<file path="src/rtl/ofc_pkg.sv">
`default_nettype none
// ============================================================================
// ofc_pkg: shared types and constants for the OFC capture sequencer.
// Revision: 1.0
// ============================================================================
package ofc_pkg;

   localparam int OFC_NSAMP = 5;
   localparam int OFC_IDX_W = 3;
   localparam int OFC_RES_W = 32;

   typedef enum logic [2:0] {
      ST_IDLE    = 3'd0,
      ST_ARMED   = 3'd1,
      ST_CAPTURE = 3'd2,
      ST_BURST   = 3'd3,
      ST_LATCH   = 3'd4,
      ST_HANDOFF = 3'd5,
      ST_HOLDOFF = 3'd6
   } ofc_seq_state_t;

   function automatic logic is_busy(input ofc_seq_state_t s);
      return (s != ST_IDLE) && (s != ST_ARMED);
   endfunction

endpackage
`default_nettype wire

</file>
<file path="src/rtl/ofc_holdoff_timer.sv">
`default_nettype none
// ============================================================================
// ofc_holdoff_timer: loadable down-counter that stops at zero.
// Revision: 1.0
// ============================================================================
module ofc_holdoff_timer #(
   parameter int WIDTH = 7
) (
   input  logic             clk,
   input  logic             reset,
   input  logic             load,
   input  logic [WIDTH-1:0] load_value,
   input  logic             count_en,
   output logic             zero
);

   localparam logic [WIDTH-1:0] ONE = WIDTH'(1);

   logic [WIDTH-1:0] count;

   always_ff @(posedge clk or posedge reset) begin
      if (reset) begin
         count <= '0;
      end else if (load) begin
         count <= load_value;
      end else if (count_en && (count != '0)) begin
         count <= count - ONE;
      end
   end

   assign zero = (count == '0);

endmodule
`default_nettype wire

</file>
<file path="src/rtl/ofc_capture_sequencer.sv">
`default_nettype none
// ============================================================================
// ofc_capture_sequencer: threshold trigger, 5-sample capture, gap-free burst
// replay to the OFC multiplier and valid/ready handoff of the pulse height.
// Revision: 1.0
// ============================================================================
module ofc_capture_sequencer
   import ofc_pkg::*;
#(
   parameter int DATA_W         = 14,
   parameter int HOLDOFF_CYCLES = 64,
   parameter int CNT_W          = 16
) (
   input  logic                 clk,
   input  logic                 reset,
   input  logic                 enable,
   input  logic [DATA_W-1:0]    threshold,
   input  logic [DATA_W-1:0]    adc_data,
   input  logic                 adc_valid,
   output logic [DATA_W-1:0]    ofc_data,
   output logic [OFC_IDX_W-1:0] ofc_sample,
   input  logic [OFC_RES_W-1:0] pulse_height,
   output logic [OFC_RES_W-1:0] result,
   output logic                 result_valid,
   input  logic                 result_ready,
   output logic                 busy,
   output logic [CNT_W-1:0]     missed_count
);

   localparam int                   HOLD_W    = $clog2(HOLDOFF_CYCLES) + 1;
   localparam logic [HOLD_W-1:0]    HOLD_LOAD = HOLD_W'(HOLDOFF_CYCLES - 1);
   localparam logic [OFC_IDX_W-1:0] IDX_ONE   = OFC_IDX_W'(1);
   localparam logic [OFC_IDX_W-1:0] IDX_CAP0  = OFC_IDX_W'(2);
   localparam logic [OFC_IDX_W-1:0] IDX_LAST  = OFC_IDX_W'(OFC_NSAMP - 1);
   localparam logic [CNT_W-1:0]     CNT_ONE   = CNT_W'(1);

   ofc_seq_state_t state;
   ofc_seq_state_t next_state;

   logic [DATA_W-1:0]    cap_buf [OFC_NSAMP];
   logic [OFC_IDX_W-1:0] idx;
   logic [DATA_W-1:0]    prev_sample;
   logic                 prev_ok;

   logic above_thr;
   logic trigger;
   logic cap_beat;
   logic cap_last;
   logic burst_last;
   logic accept;
   logic hold_zero;

   assign above_thr  = (adc_data > threshold);
   assign trigger    = (state == ST_ARMED) && enable && adc_valid && prev_ok && above_thr;
   assign cap_beat   = (state == ST_CAPTURE) && enable && adc_valid;
   assign cap_last   = cap_beat && (idx == IDX_LAST);
   assign burst_last = (state == ST_BURST) && (idx == IDX_LAST);
   assign accept     = (state == ST_HANDOFF) && result_ready;

   ofc_holdoff_timer #(
      .WIDTH (HOLD_W)
   ) u_holdoff (
      .clk        (clk),
      .reset      (reset),
      .load       (accept),
      .load_value (HOLD_LOAD),
      .count_en   (state == ST_HOLDOFF),
      .zero       (hold_zero)
   );

   always_ff @(posedge clk or posedge reset) begin
      if (reset) begin
         state <= ST_IDLE;
      end else begin
         state <= next_state;
      end
   end

   // Once the burst starts it always runs to handoff, so enable only aborts before it.
   always_comb begin
      next_state = state;
      case (state)
         ST_IDLE:    if (enable) next_state = ST_ARMED;
         ST_ARMED: begin
            if (!enable)      next_state = ST_IDLE;
            else if (trigger) next_state = ST_CAPTURE;
         end
         ST_CAPTURE: begin
            if (!enable)       next_state = ST_IDLE;
            else if (cap_last) next_state = ST_BURST;
         end
         ST_BURST:   if (burst_last) next_state = ST_LATCH;
         ST_LATCH:   next_state = ST_HANDOFF;
         ST_HANDOFF: if (result_ready) next_state = ST_HOLDOFF;
         ST_HOLDOFF: if (hold_zero) next_state = enable ? ST_ARMED : ST_IDLE;
         default:    next_state = ST_IDLE;
      endcase
   end

   always_comb begin
      ofc_sample = '0;
      ofc_data   = '0;
      if (state == ST_BURST) begin
         ofc_sample = idx + IDX_ONE;
         ofc_data   = cap_buf[idx];
      end
      busy = is_busy(state);
   end

   always_ff @(posedge clk or posedge reset) begin
      if (reset) begin
         for (int i = 0; i < OFC_NSAMP; i++) begin
            cap_buf[i] <= '0;
         end
         idx          <= '0;
         prev_sample  <= '0;
         prev_ok      <= 1'b0;
         result       <= '0;
         result_valid <= 1'b0;
      end else begin
         // The pedestal is only trusted once a valid beat has been seen since arming.
         if (state != ST_ARMED) begin
            prev_ok <= 1'b0;
         end else if (adc_valid) begin
            prev_sample <= adc_data;
            prev_ok     <= 1'b1;
         end

         case (state)
            ST_ARMED: begin
               if (trigger) begin
                  cap_buf[0] <= prev_sample;
                  cap_buf[1] <= adc_data;
                  idx        <= IDX_CAP0;
               end
            end
            ST_CAPTURE: begin
               if (cap_beat) begin
                  cap_buf[idx] <= adc_data;
                  idx          <= cap_last ? '0 : idx + IDX_ONE;
               end
            end
            ST_BURST: begin
               idx <= burst_last ? '0 : idx + IDX_ONE;
            end
            ST_LATCH: begin
               result       <= pulse_height;
               result_valid <= 1'b1;
            end
            ST_HANDOFF: begin
               if (result_ready) begin
                  result_valid <= 1'b0;
               end
            end
            default: begin
               idx <= '0;
            end
         endcase
      end
   end

   always_ff @(posedge clk or posedge reset) begin
      if (reset) begin
         missed_count <= '0;
      end else if (busy && adc_valid && above_thr && (missed_count != '1)) begin
         missed_count <= missed_count + CNT_ONE;
      end
   end

endmodule
`default_nettype wire
</file>
<file path="config.mk">
export PLATFORM = sky130hd
export DESIGN_NAME = ofc_capture_sequencer
export DESIGN_NICKNAME = d
export VERILOG_FILES = /design/src/rtl/ofc_pkg.sv /design/src/rtl/ofc_holdoff_timer.sv /design/src/rtl/ofc_capture_sequencer.sv
export SDC_FILE = /design/constraint.sdc
export NUM_CORES = 1
export LEC_CHECK = 0
export CORE_ASPECT_RATIO = 1.4
export CORE_MARGIN = 10
export CORE_UTILIZATION = 57
export CTS_CLUSTER_DIAMETER = 100
export CTS_CLUSTER_SIZE = 20
export DETAILED_ROUTE_END_ITERATION = 8
export MAX_ROUTING_LAYER = met4
export PLACE_DENSITY = 0.86
export RECOVER_POWER = 100
export SYNTH_ARGS = -nofsm -noshare
export SYNTH_HDL_FRONTEND = slang
export SYNTH_SLANG_ARGS = --single-unit
</file>
<file path="constraint.sdc">
create_clock -name clk -period 9.64 [get_ports clk]
set_input_delay 0.964 -clock clk [delete_from_list [all_inputs] [get_ports clk]]
set_output_delay 0.964 -clock clk [all_outputs]
set_load 0.005 [all_outputs]
</file>
== Word-level counts from Yosys, hierarchy flattened ==
Index checks and enable logic that the tools add are counted.
Word-level totals
  logic and storage cells: 100
  bits in registers: 147
Cells by class
  $lt $le $gt $ge: 3
  muxes and demuxes: 31
  add/subtract/negate cells: 3
  bitwise logic cells: 3
  equality and inequality tests: 17
  reduce and logical (&&, ||, !) cells: 30
Operators with widths (count)
  bitwise mux 70 bit: 1
  2-to-1 mux 70 bit: 1
  2-to-1 mux 14 bit: 4
  case mux 28 bit (2 select lines): 1
  binary-select mux 14 bit (select 3 bit): 1
  demux 14 bit (select 3 bit): 1
  2-to-1 mux 3 bit: 12
  2-to-1 mux 28 bit: 1
  case mux 3 bit (7 select lines): 1
  adder 16 x 1 -> 16 bit (second input constant): 1
  inequality test 16 bit (second input constant): 1
  logical AND 1 bit: 15
  greater-than comparator 14 bit: 1
  2-to-1 mux 7 bit: 2
  equality test 3 bit (second input constant): 4
  inequality test 2 bit (second input constant): 6
  case mux 3 bit (4 select lines): 1
  nonzero test 2 bit: 4
  logical NOT 7 bit: 1
  nonzero test 7 bit: 1
  subtractor 7 x 1 -> 7 bit (second input constant): 1
  equality test 3 x 2 -> 1 bit (second input constant): 2
  inequality test 3 bit (second input constant): 2
  AND reduction 2 bit: 3
  14 further kinds: 19

== Depth between registers and ports, before layout ==
  depth in word-level cells: 8
  gate-level depth with buffers: 10
  depth with buffers taken out: 8

== By module ==
Synthesis repeated with hierarchy kept, for this count alone.
Second synthesis, totals
  cell total of the unflattened synthesis: 652
  area total of the unflattened synthesis: 7409.6 um^2
Modules (own cells, without submodules)
  ofc_capture_sequencer: seq. area each 3503.4 um^2, times used 1, cells an instance 594, area each 6905.4 um^2
  ofc_holdoff_timer: seq. area each 175.2 um^2, times used 1, cells an instance 58, area each 504.2 um^2

== Worst setup path after synthesis ==
No wires, ideal clock.
  path type: input to register
  start point: input threshold[13]
  end point: register cap_buf[56] (netlist name)
  setup slack: 6.719 ns
  data required time: 9.515 ns
  buffers on the path: 1
  cell stages on the path: 9
  arrival time: 2.796 ns
  cell sequence: inv_1 ha_1 nand4_1 nor3_1 nor4_1 a21oi_2 a31oi_2 buf_6 mux2_4
Between the ends
  cells in the longest elaborated chain, start to end: 4
RTL lines
  start, declared: line ofc_capture_sequencer.sv:17  | input logic [DATA_W-1:0] threshold,
  greater-than comparator 14 bit: line ofc_capture_sequencer.sv:53  | assign above_thr = (adc_data > threshold);
  logical AND 1 bit: line ofc_capture_sequencer.sv:54  | assign trigger = (state == ST_ARMED) && enable && adc_valid && prev_ok && above_thr;
  inequality test 2 bit (no source line)
  AND reduction 3 bit (no source line)
  end signal, assigned by index: line ofc_capture_sequencer.sv:139  | cap_buf[idx] <= adc_data;
  end, declared: line ofc_capture_sequencer.sv:40  | logic [DATA_W-1:0] cap_buf [OFC_NSAMP];
Every way passes these cells.
A chain may end at the register's enable or synchronous reset.

== Worst setup path in the final report ==
  start point: register idx[1]
  end point: output ofc_data[11]
Between the ends
  cells in the longest elaborated chain, start to end: 5
RTL lines
  start, declared: line ofc_capture_sequencer.sv:41  | logic [OFC_IDX_W-1:0] idx;
  start signal, assigned: line ofc_capture_sequencer.sv:140  | idx <= cap_last ? '0 : idx + IDX_ONE;
  start signal, assigned: line ofc_capture_sequencer.sv:144  | idx <= burst_last ? '0 : idx + IDX_ONE;
  inverter 3 -> 4 bit (not written as such): line ofc_capture_sequencer.sv:105  | ofc_data = cap_buf[idx];
  binary-select mux 14 bit (select 3 bit): line ofc_capture_sequencer.sv:105
  2-to-1 mux 14 bit (not written as such) (2 in a row): line ofc_capture_sequencer.sv:105
  2-to-1 mux 14 bit: line ofc_capture_sequencer.sv:103  | if (state == ST_BURST) begin
  end, declared: line ofc_capture_sequencer.sv:20  | output logic [DATA_W-1:0] ofc_data,
Every way passes these cells. The select of a mux whose other input is x is not followed.

==> metrics.txt <==
# TYPE chip_impl_metric gauge
chip_impl_info{name="status",value="finished, violations left"} 1
chip_impl_info{name="violations",value="capacitance limit, slew limit"} 1
chip_impl_metric{name="post_synth_fa_ha_maj_area_fraction",unit=""} 0.0310
chip_impl_metric{name="hold_buffers",unit=""} 0
chip_impl_metric{name="grt_first_pass_wirelength",unit="mm"} 31.7
chip_impl_metric{name="avgSynthCellArea",unit="um^2"} 11.5
chip_impl_metric{name="nets",unit=""} 835
chip_impl_metric{name="p_leak",unit="nW"} 4.26
chip_impl_metric{name="slew_at_the_pin_with_the_worst_max_slew_slack",unit="ps"} 2760
chip_impl_metric{name="detail_route.wl_per_cell",unit="um"} 21.3
chip_impl_metric{name="placed_cells_incl_taps",unit=""} 883
chip_impl_metric{name="floorplan.die_area",unit="um^2"} 17700
chip_impl_metric{name="area_delta_synth_final",unit="%"} 26.5
chip_impl_metric{name="global_route_usage_over_all_layers",unit=""} 0.232
chip_impl_metric{name="synthesis.nets",unit=""} 715
chip_impl_metric{name="finalPower",unit="W"} 0.00272
chip_impl_metric{name="clk_transition_reported_paths",unit="ps"} 60
chip_impl_metric{name="core-area",unit="um^2"} 12400
chip_impl_metric{name="gp_congestion",unit=""} 0.913
chip_impl_metric{name="min_period_over_period",unit=""} 0.581
chip_impl_metric{name="min_period",unit="ps"} 5600
chip_impl_metric{name="met2_length",unit="mm"} 10.2
chip_impl_metric{name="clk_latency",unit="ps"} 430
chip_impl_metric{name="routed-via-count",unit=""} 5588
chip_impl_metric{name="global_route.overflow_total",unit=""} 0
chip_impl_metric{name="postCtsSetupBuffers",unit=""} 0
chip_impl_metric{name="ys_ff_latch",unit=""} 147
chip_impl_metric{name="place_ws",unit="ps"} 5220
chip_impl_metric{name="post-route-worst-setup-slack",unit="ps"} 4040
chip_impl_metric{name="synth_area",unit="um^2"} 7260
chip_impl_metric{name="clock_tree.htree_level_count",unit=""} 4
chip_impl_metric{name="finClkSkew",unit="ps"} 7.82
chip_impl_metric{name="portBuffers",unit=""} 131
chip_impl_metric{name="synth.lib_cells_used.distinct",unit=""} 56
chip_impl_metric{name="combinationalPowerShare",unit=""} 0.370
chip_impl_metric{name="dr.first_iter.drc_count",unit=""} 503
chip_impl_metric{name="drt_wl_total",unit="mm"} 19.5
chip_impl_metric{name="fmax",unit="MHz"} 178
chip_impl_info{name="rsz0062_at_grt",value="no"} 1
chip_impl_metric{name="numCtsBuffers",unit=""} 17
chip_impl_info{name="final_common_cell",value="sky130_fd_sc_hd__dfrtp_1"} 1
chip_impl_metric{name="first_global_vias",unit=""} 6005
chip_impl_info{name="synth_top_family_by_area",value="multiplexers"} 1
chip_impl_info{name="primary_flip_flop_cell_chosen_by_synthesis_mapping",value="sky130_fd_sc_hd__dfrtp_1"} 1
chip_impl_info{name="critPathLaunchType",value="flop"} 1
chip_impl_info{name="tritoncts",value="yes"} 1
chip_impl_metric{name="number_of_enable_type_register_cells_in_the_synthesized_netlist",unit=""} 0
chip_impl_metric{name="totalNegativeSetupSlack",unit="ps"} 0
chip_impl_metric{name="cap_viol_max_count",unit=""} 5
chip_impl_info{name="maxUsedRoutingLayer",value="met4"} 1
chip_impl_metric{name="detailedPlacementHpwl",unit="mm"} 13.2
chip_impl_metric{name="yosys.area_share.xor_xnor",unit=""} 0.0241
chip_impl_metric{name="layout-drive-gt1-share",unit=""} 0.182
chip_impl_metric{name="initial_utilization",unit=""} 0.584
chip_impl_metric{name="synthesis.instances",unit=""} 632
chip_impl_metric{name="postSynth.asyncResetShare",unit=""} 1.00
chip_impl_metric{name="post_cts_resized",unit=""} 0
chip_impl_info{name="cp_cell_sequence",value="clkinv_1 -> nor3_1 -> a221oi_1 -> nor2_1 -> dlygate4sd3_1"} 1
chip_impl_metric{name="antenna_cells",unit=""} 0
chip_impl_metric{name="critical_path_arrival",unit="ps"} 4640
chip_impl_metric{name="grt_antenna_before_repair",unit=""} 0
chip_impl_metric{name="die_w",unit="um"} 115
chip_impl_metric{name="synth_compound_area_frac",unit=""} 0.0857
chip_impl_metric{name="drt_drc_violations_left",unit=""} 0
chip_impl_metric{name="routedLengthMet1",unit="mm"} 7.39
chip_impl_metric{name="met3_wirelength",unit="mm"} 1.39
chip_impl_info{name="cts_root_buffer",value="sky130_fd_sc_hd__clkbuf_16"} 1
chip_impl_metric{name="synthSimpleGateAreaFrac",unit=""} 0.113
chip_impl_metric{name="worst_ep_required_time",unit="ps"} 8680
chip_impl_metric{name="relative_contribution_of_sequential_cells_to_total_power",unit=""} 0.381
chip_impl_metric{name="finalSetupViolations",unit=""} 0
chip_impl_metric{name="timing.final.max_slew_violations",unit=""} 129
chip_impl_info{name="path_class",value="reg -> out"} 1
chip_impl_metric{name="final-hold-violation-count",unit=""} 0
chip_impl_metric{name="drt-vias-per-instance",unit=""} 6.11
chip_impl_metric{name="placementRows",unit=""} 48
chip_impl_metric{name="max-slew-margin-rel",unit=""} -0.847
chip_impl_metric{name="synth.area.mux_share",unit=""} 0.199
chip_impl_metric{name="drtAntennaViolNets",unit=""} 0
chip_impl_metric{name="clock-sinks",unit=""} 147
chip_impl_metric{name="cell_internal_power_dissipation",unit="W"} 0.00179
chip_impl_metric{name="layoutNonFillerInstCount",unit=""} 915
chip_impl_metric{name="cts.path.max_buffers",unit=""} 2
chip_impl_metric{name="floorplan.die.height",unit="um"} 154
chip_impl_metric{name="vdd_ir_drop_max",unit="mV"} 0.168
chip_impl_metric{name="grt_start_max_net_pins",unit=""} 85
chip_impl_metric{name="drtPass1Iterations",unit=""} 6
chip_impl_metric{name="power_switching",unit="W"} 0.000931
chip_impl_metric{name="yosysSeqAreaShare",unit=""} 0.507
chip_impl_metric{name="critPathMaxStageDelay",unit="ps"} 1730
chip_impl_metric{name="worstPathMaxFanout",unit=""} 23
chip_impl_metric{name="power_density",unit="nW/um^2"} 297
chip_impl_info{name="holdCritPathClass",value="reg -> reg"} 1
chip_impl_info{name="setup.worst_path.end_class",value="output port"} 1
chip_impl_metric{name="power.share.clock",unit=""} 0.250
chip_impl_metric{name="synth.yosys.warnings",unit=""} 0
chip_impl_info{name="crit_slowest_cell",value="sky130_fd_sc_hd__nor3_1"} 1
chip_impl_metric{name="io-pin-count",unit=""} 132
chip_impl_metric{name="power_switching_share",unit=""} 0.342
chip_impl_info{name="most-common-layout-cells",value="147 x sky130_fd_sc_hd__dfrtp_1, 88 x sky130_fd_sc_hd__mux2_2, 70 x sky130_fd_sc_hd__dlygate4sd3_1"} 1
==> Yosys cell counts, types with 11 or more instances <==
| cell | instances | share of area |
|---|---|---|
| sky130_fd_sc_hd__mux2i_1 | 28 | 0.039 |
| sky130_fd_sc_hd__a31oi_1 | 11 | 0.0095 |
| sky130_fd_sc_hd__clkbuf_1 | 13 | 0.0067 |
| sky130_fd_sc_hd__ha_1 | 18 | 0.031 |
| sky130_fd_sc_hd__nand4_1 | 11 | 0.0095 |
| sky130_fd_sc_hd__nor2_1 | 48 | 0.025 |
| sky130_fd_sc_hd__buf_2 | 15 | 0.010 |
| sky130_fd_sc_hd__nand3_1 | 12 | 0.0083 |
| sky130_fd_sc_hd__mux2_2 | 89 | 0.14 |
| sky130_fd_sc_hd__o21ai_0 | 17 | 0.012 |
| sky130_fd_sc_hd__nand2_1 | 54 | 0.028 |
| sky130_fd_sc_hd__inv_1 | 34 | 0.018 |
| sky130_fd_sc_hd__dfrtp_1 | 147 | 0.51 |
| sky130_fd_sc_hd__xnor2_1 | 18 | 0.022 |
| sky130_fd_sc_hd__a22o_1 | 14 | 0.017 |
==> worst max-delay path: cells and delay by family (launching register included) <==
kind	cells	cell delay (ps)
AO/OA/AOI/OAI	1	210
buffers and inverters	2	1110
flip-flops	1	900
AND/OR/NAND/NOR	2	1990
==> routing by layer <==
layer	vias to the layer above	track usage
met5	-	-
met4	0	0.0854
met3	42	0.0526
met2	278	0.390
met1	2771	0.264
li1	2497	-
==> worst paths after layout <==
path,startpoint,end,slack (ps),depth (start not counted)
setup / recovery,idx[1],ofc_data[11],4040,5
hold / removal,result_valid,result_valid,490,1
setup reg to reg,idx[1],cap_buf[38],4770,4
hold reg to reg,result_valid,result_valid,490,1
max in group asynchronous,reset,cap_buf[13],5840,3
min in group asynchronous,reset,result[27],1800,2
==> kinds of logic after synthesis <==
family | after synthesis
adder cells (fa/ha/maj) | 18
flip-flops | 147
AO/OA/AOI/OAI | 82
multiplexers | 128
XOR/XNOR | 20
buffers and inverters | 69
AND/OR/NAND/NOR | 168
==> through the flow <==
| step | instance area (um^2) | hold slack [ps] | utilization |
|---|---|---|---|
| 6_report | 9190 | 485 | 0.739 |
| 3_3_place_gp | 8630 | 465 | 0.694 |
| 2_1_floorplan | 7260 | 449 | - |
| 3_5_place_dp | 8630 | 481 | 0.694 |
| 4_1_cts | 9240 | 495 | 0.743 |
| 5_1_grt | 9190 | 511 | 0.739 |
==> layout make-up <==
| class | instances | area (um^2) |
|---|---|---|
| Clock buffer | 20 | 467 |
| Clock inverter | 12 | 144 |
| Fill cell | 793 | 3250 |
| Inverter | 35 | 133 |
| Multi-Input combinational cell | 416 | 3240 |
| Sequential cell | 147 | 3680 |
| Tap cell | 150 | 188 |
| Timing Repair Buffer | 135 | 1340 |
==> power groups by stage <==
stage                     logic, W  registers (W)  clock network, W
after floorplan           0.000660       0.000987                 0
after global placement    0.000994        0.00102                 0
after detailed placement   0.00104        0.00104                 0
after CTS                  0.00105        0.00104          0.000688
after global routing       0.00109        0.00107          0.000715
final                      0.00101        0.00104          0.000681
==> state kept, by name, indices dropped and copies added (netlist names) <==
| signal | flops |
|---|---|
| prev_ok | 1 |
| result | 32 |
| cap_buf | 70 |
| idx | 3 |
| prev_sample | 14 |
| missed_count | 16 |
| u_holdoff.count | 7 |
| result_valid | 1 |
| state | 3 |
Power figures use the tool's default switching activity.
